===== src/rtl/srm_pkg.sv =====
// rtl/srm_pkg.sv - shared types and constants for the SRM-Starter interrupt entry path
package srm_pkg;

    typedef enum logic [1:0] {
        IDLE = 2'd0,
        SAVE = 2'd1,
        KSW  = 2'd2,
        JUMP = 2'd3
    } irq_state_t;

    // Register-file indices touched by the entry sequence (pc -> r3, kernel bit in status)
    localparam int REG_IR     = 3;
    localparam int REG_STATUS = 1;

    localparam int CAUSE_W = 4;

endpackage


===== src/rtl/srm_prio_enc.sv =====
// rtl/srm_prio_enc.sv - lowest-index-wins priority encoder with valid flag
module srm_prio_enc #(
    parameter int W     = 8,
    parameter int IDX_W = 4
) (
    input  logic [W-1:0]     req,
    output logic [IDX_W-1:0] idx,
    output logic             valid
);

    // Scanning downward lets the lowest set index overwrite any higher one.
    always_comb begin
        idx   = '0;
        valid = 1'b0;
        for (int i = W - 1; i >= 0; i--) begin
            if (req[i]) begin
                idx   = IDX_W'(i);
                valid = 1'b1;
            end
        end
    end

endmodule


===== src/rtl/srm_irq_ctrl.sv =====
// rtl/srm_irq_ctrl.sv - edge-latched, fixed-priority interrupt controller with handler entry sequencer
module srm_irq_ctrl
    import srm_pkg::*;
#(
    parameter int          NUM_IRQ       = 8,
    parameter logic [31:0] VECTOR_BASE   = 32'h0000_0100,
    parameter int          VECTOR_STRIDE = 16
) (
    input  logic                clk,
    input  logic                rst_n,
    input  logic [NUM_IRQ-1:0]  irq,
    input  logic                int_en,
    input  logic                insn_bound,
    input  logic                mask_we,
    input  logic                clr_we,
    input  logic [NUM_IRQ-1:0]  wdata,
    output logic [NUM_IRQ-1:0]  mask,
    output logic [NUM_IRQ-1:0]  pending,
    output logic [CAUSE_W-1:0]  cause,
    output logic                busy,
    output logic                ir_tsf,
    output logic                ks,
    output logic                vec_load,
    output logic [31:0]         vec_pc
);

    irq_state_t          state;
    irq_state_t          state_nxt;
    logic [NUM_IRQ-1:0]  irq_q;
    logic [NUM_IRQ-1:0]  rise;
    logic [NUM_IRQ-1:0]  req;
    logic [NUM_IRQ-1:0]  clr_bits;
    logic [NUM_IRQ-1:0]  take_bits;
    logic [CAUSE_W-1:0]  sel;
    logic                sel_valid;
    logic                take;

    assign rise     = irq & ~irq_q;
    assign req      = pending & mask;
    assign clr_bits = clr_we ? wdata : '0;

    srm_prio_enc #(
        .W     (NUM_IRQ),
        .IDX_W (CAUSE_W)
    ) u_prio_enc (
        .req   (req),
        .idx   (sel),
        .valid (sel_valid)
    );

    // Arbitration only happens from IDLE; once committed the sequence runs to completion.
    assign take      = (state == IDLE) && int_en && insn_bound && sel_valid;
    assign take_bits = take ? (NUM_IRQ'(1) << sel) : '0;

    always_comb begin
        state_nxt = state;
        case (state)
            IDLE:    if (take) state_nxt = SAVE;
            SAVE:    state_nxt = KSW;
            KSW:     state_nxt = JUMP;
            JUMP:    state_nxt = IDLE;
            default: state_nxt = IDLE;
        endcase
    end

    always_ff @(posedge clk or negedge rst_n) begin
        if (!rst_n) begin
            state   <= IDLE;
            irq_q   <= '0;
            pending <= '0;
            mask    <= '0;
            cause   <= '0;
        end else begin
            state   <= state_nxt;
            irq_q   <= irq;
            // A fresh edge beats both a software clear and the arbitration clear.
            pending <= (pending & ~clr_bits & ~take_bits) | rise;
            if (mask_we) begin
                mask <= wdata;
            end
            if (take) begin
                cause <= sel;
            end
        end
    end

    // Outputs decode straight from the state register, so they drop the instant reset asserts.
    assign busy     = (state != IDLE);
    assign ir_tsf   = (state == SAVE);
    assign ks       = (state == KSW);
    assign vec_load = (state == JUMP);
    assign vec_pc   = vec_load ? (VECTOR_BASE + (32'(cause) * 32'(VECTOR_STRIDE))) : 32'h0;

endmodule

===== config.mk =====
export PLATFORM = sky130hd
export DESIGN_NAME = srm_irq_ctrl
export DESIGN_NICKNAME = d
export VERILOG_FILES = /design/src/rtl/srm_pkg.sv /design/src/rtl/srm_prio_enc.sv /design/src/rtl/srm_irq_ctrl.sv
export SDC_FILE = /design/constraint.sdc
export NUM_CORES = 1
export LEC_CHECK = 0
export BUFFER_PORTS_ARGS = -buffer_cell sky130_fd_sc_hd__buf_2
export CORE_MARGIN = 4
export CORE_UTILIZATION = 40
export CTS_CLUSTER_DIAMETER = 40
export CTS_CLUSTER_SIZE = 40
export DETAILED_ROUTE_END_ITERATION = 6
export GPL_TIMING_DRIVEN = 0
export PLACE_DENSITY = 0.73
export REMOVE_ABC_BUFFERS = 1
export SLEW_MARGIN = 20
export SYNTH_ARGS = -nofsm -noshare
export SYNTH_HDL_FRONTEND = slang
export SYNTH_HIERARCHICAL = 1
export SYNTH_SLANG_ARGS = --single-unit

===== constraint.sdc =====
create_clock -name clk -period 6.3 [get_ports clk]
set_clock_uncertainty 0.15 [all_clocks]
set_input_delay 1.26 -clock clk [delete_from_list [all_inputs] [get_ports clk]]
set_output_delay 1.26 -clock clk [all_outputs]
set_load 0.01 [all_outputs]

==> results.ini <==
[route]
drtIter0Drc = 48
ant_nets = 0
drc = 0
dr.pass1.iters = 4
avgViaCountPerCell = 4.45
wl_um = 3180
wire_per_inst_um = 12.3
num_vias = 1148

[finish]
nets = 236
most-common-layout-cells = buf_2 (50), dfrtp_1 (30), conb_1 (28), nand2_1 (18), inv_1 (13)
regArea_um2 = 751
layout-drive-gt1-share_pct = 33.8
multiInputGateArea_um2 = 669
num-fill-cells = 361
final_common_cell = buf_2
layout-area-overhead-vs-synth_pct = 16.3
layout.cells.non_filler = 258
diodes = 0

[die]
num_rows = 22
die_h_um = 71.4
io_pins = 78
start_util_pct = 42.7
core_area_um2 = 3770
dieArea_um2 = 5100
die_x_um = 71.4

[timing]
tns_ns = 0
rsz0062_at_grt = no
finalHoldViolations = 0
period_share_pct = 41.7
setup_viol_count_final = 0
fmax_mhz = 381
worstMarginPinSlew_ns = 0.870
relSlewSlack_pct = 41.3
setup_slack_ns = 3.67
fin_crit_ns = 2.63
report.final.slew_viol_count = 0

[clocking]
ctsRootBufferMaster = clkbuf_8
cts_setup_buffers = 0
cts_buffers = 5
cts_resized = 0
htree_levels = 2
clkSlewWorstSetupHoldPaths_ns = 0.06
cts_hold_buf = 0
clock_path_buffers = 2
clk_latency_ns = 0.28
cts_tree = done
clkSinkCount = 30

[logic_synthesis]
synth_area_leader_cell = dfrtp_1
synthCells = 158
synth_top_family_by_area = buffers and inverters
yosys.area_share.xor_xnor_pct = 0
yosys.area_share.simple_pct = 15.7
synth_top_area_share_pct = 46.7
synth_edf_count = 0
yosysSeqAreaShare_pct = 46.7
synth-compound-area-share_pct = 6.45
ys_types = 29
ys.flop_type = dfrtp_1
synthArstFlopShare_pct = 100
synth_adder_area_share_pct = 3.89
yosys_warnings = 6
synth.area.mux_share_pct = 9.02
synthTopCellsByArea = dfrtp_1 (47%), buf_4 (14%), mux2_2 (8.4%), and2_1 (4.7%), nand2_1 (4.2%)
netlist_area_um2 = 1610
ys_ff_latch = 30
syn_avg_cell_area_um2 = 10.2

[worst_setup_path]
crit_path_end_kind = primary output
start_kind = flip-flop
cp_max_fo = 6
crit_arrival_ns = 1.22
crit_required_ns = 4.89
critPathKind = reg2out

[power_and_ir_drop]
p_leak_nw = 0.980
vdd.ir_drop.worst_mv = 0.100
total_power_mw = 0.610
cellPowerDensity_nw_per_um2 = 326

[run]
maxCapViolations = 0

[placement]
hpwl_um = 2470
gp_congestion = 0.776
io_buffer_count = 50
pre_cts_slack_ns = 3.78
dp_cells = 250

[grt]
grt_overflow = 0
antenna_found_initial = 0
grt_pass1_vias = 1066
grt_pass1_wl_um = 4820
grt_use_total_pct = 12.1
grt_max_degree = 31

[outcome]
status = finished, final reports clean

[worst_hold_path]
hold_class = reg2reg

[cell type report]
| type | count | area share, % |
|---|---|---|
| inverter | 13 | 2.61 |
| tap | 48 | 3.21 |
| multi-input combinational | 109 | 35.8 |
| clock buffer | 7 | 4.62 |
| clock inverter | 1 | 0.268 |
| sequential | 30 | 40.1 |
| timing repair buffer | 50 | 13.4 |
[kinds of logic after synthesis]
group | after synthesis
and+or+nand+nor | 47
buffers and inverters | 45
DFF | 30
AOI/OAI and AO/OA | 16
muxes | 13
adders and majority gates | 5
other | 2
[cells in the mapped netlist, drive strengths merged, types with 2 or more instances]
library cell,number
and2,12
buf,31
conb,2
dfrtp,30
ha,5
inv,13
mux2,12
nand2,18
nor2,3
nor2b,2
nor3,2
nor4,6
o21ai,4
o22ai,6
o311ai,2
[final timing paths]
| kind | cells past startpoint | start | slack, ns | to |
|---|---|---|---|---|
| max in group asynchronous | 1 | rst_n | 4.72 | state[1]$_DFFE_PN0P_ |
| min in group asynchronous | 1 | rst_n | 0.86 | pending[0]$_DFF_PN0_ |
| worst max-delay path | 3 | state[0]$_DFFE_PN0P_ | 3.67 | vec_pc[6] |
| worst min register to register | 1 | irq_q[1]$_DFF_PN0_ | 0.26 | pending[1]$_DFF_PN0_ |
| worst min-delay path | 1 | irq_q[1]$_DFF_PN0_ | 0.26 | pending[1]$_DFF_PN0_ |
| worst max register to register | 5 | mask[2]$_DFFE_PN0P_ | 3.96 | pending[3]$_DFF_PN0_ |
[state kept, by name (all words and copies together), names as in the netlist]
| name | count |
|---|---|
| pending | 8 |
| irq_q | 8 |
| cause | 4 |
| mask | 8 |
| state | 2 |
[report_power, final]
| part | switching [mW] | internal [mW] | total, mW |
|---|---|---|---|
| registers | 0.0225 | 0.227 | 0.249 |
| logic | 0.115 | 0.0895 | 0.204 |
| clock network | 0.0679 | 0.0879 | 0.156 |
| total | 0.205 | 0.404 | 0.610 |
[per-stage QoR]
stage	hold slack [ns]	utilization [%]	cell area (um2)
after floorplan	0.242	-	1470
after global placement	0.245	47.2	1780
after detailed placement	0.252	47.2	1780
after CTS	0.260	49.6	1870
after global routing	0.263	49.6	1870
final	0.255	49.6	1870
[worst max-delay path, stage by stage, from the launching register on]
cell	delay [ns]
dfrtp_1	0.40
ha_1	0.26
and2_1	0.15
buf_2	0.13
[layer usage]
| layer | global-route usage (%) | share of wire, % |
|---|---|---|
| met1 | 15.0 | 42 |
| met2 | 18.7 | 45 |
| met3 | 5.05 | 11 |
| met4 | 5.01 | 1.4 |
| met5 | 0 | 0 |
Power figures use the tool's default switching activity.
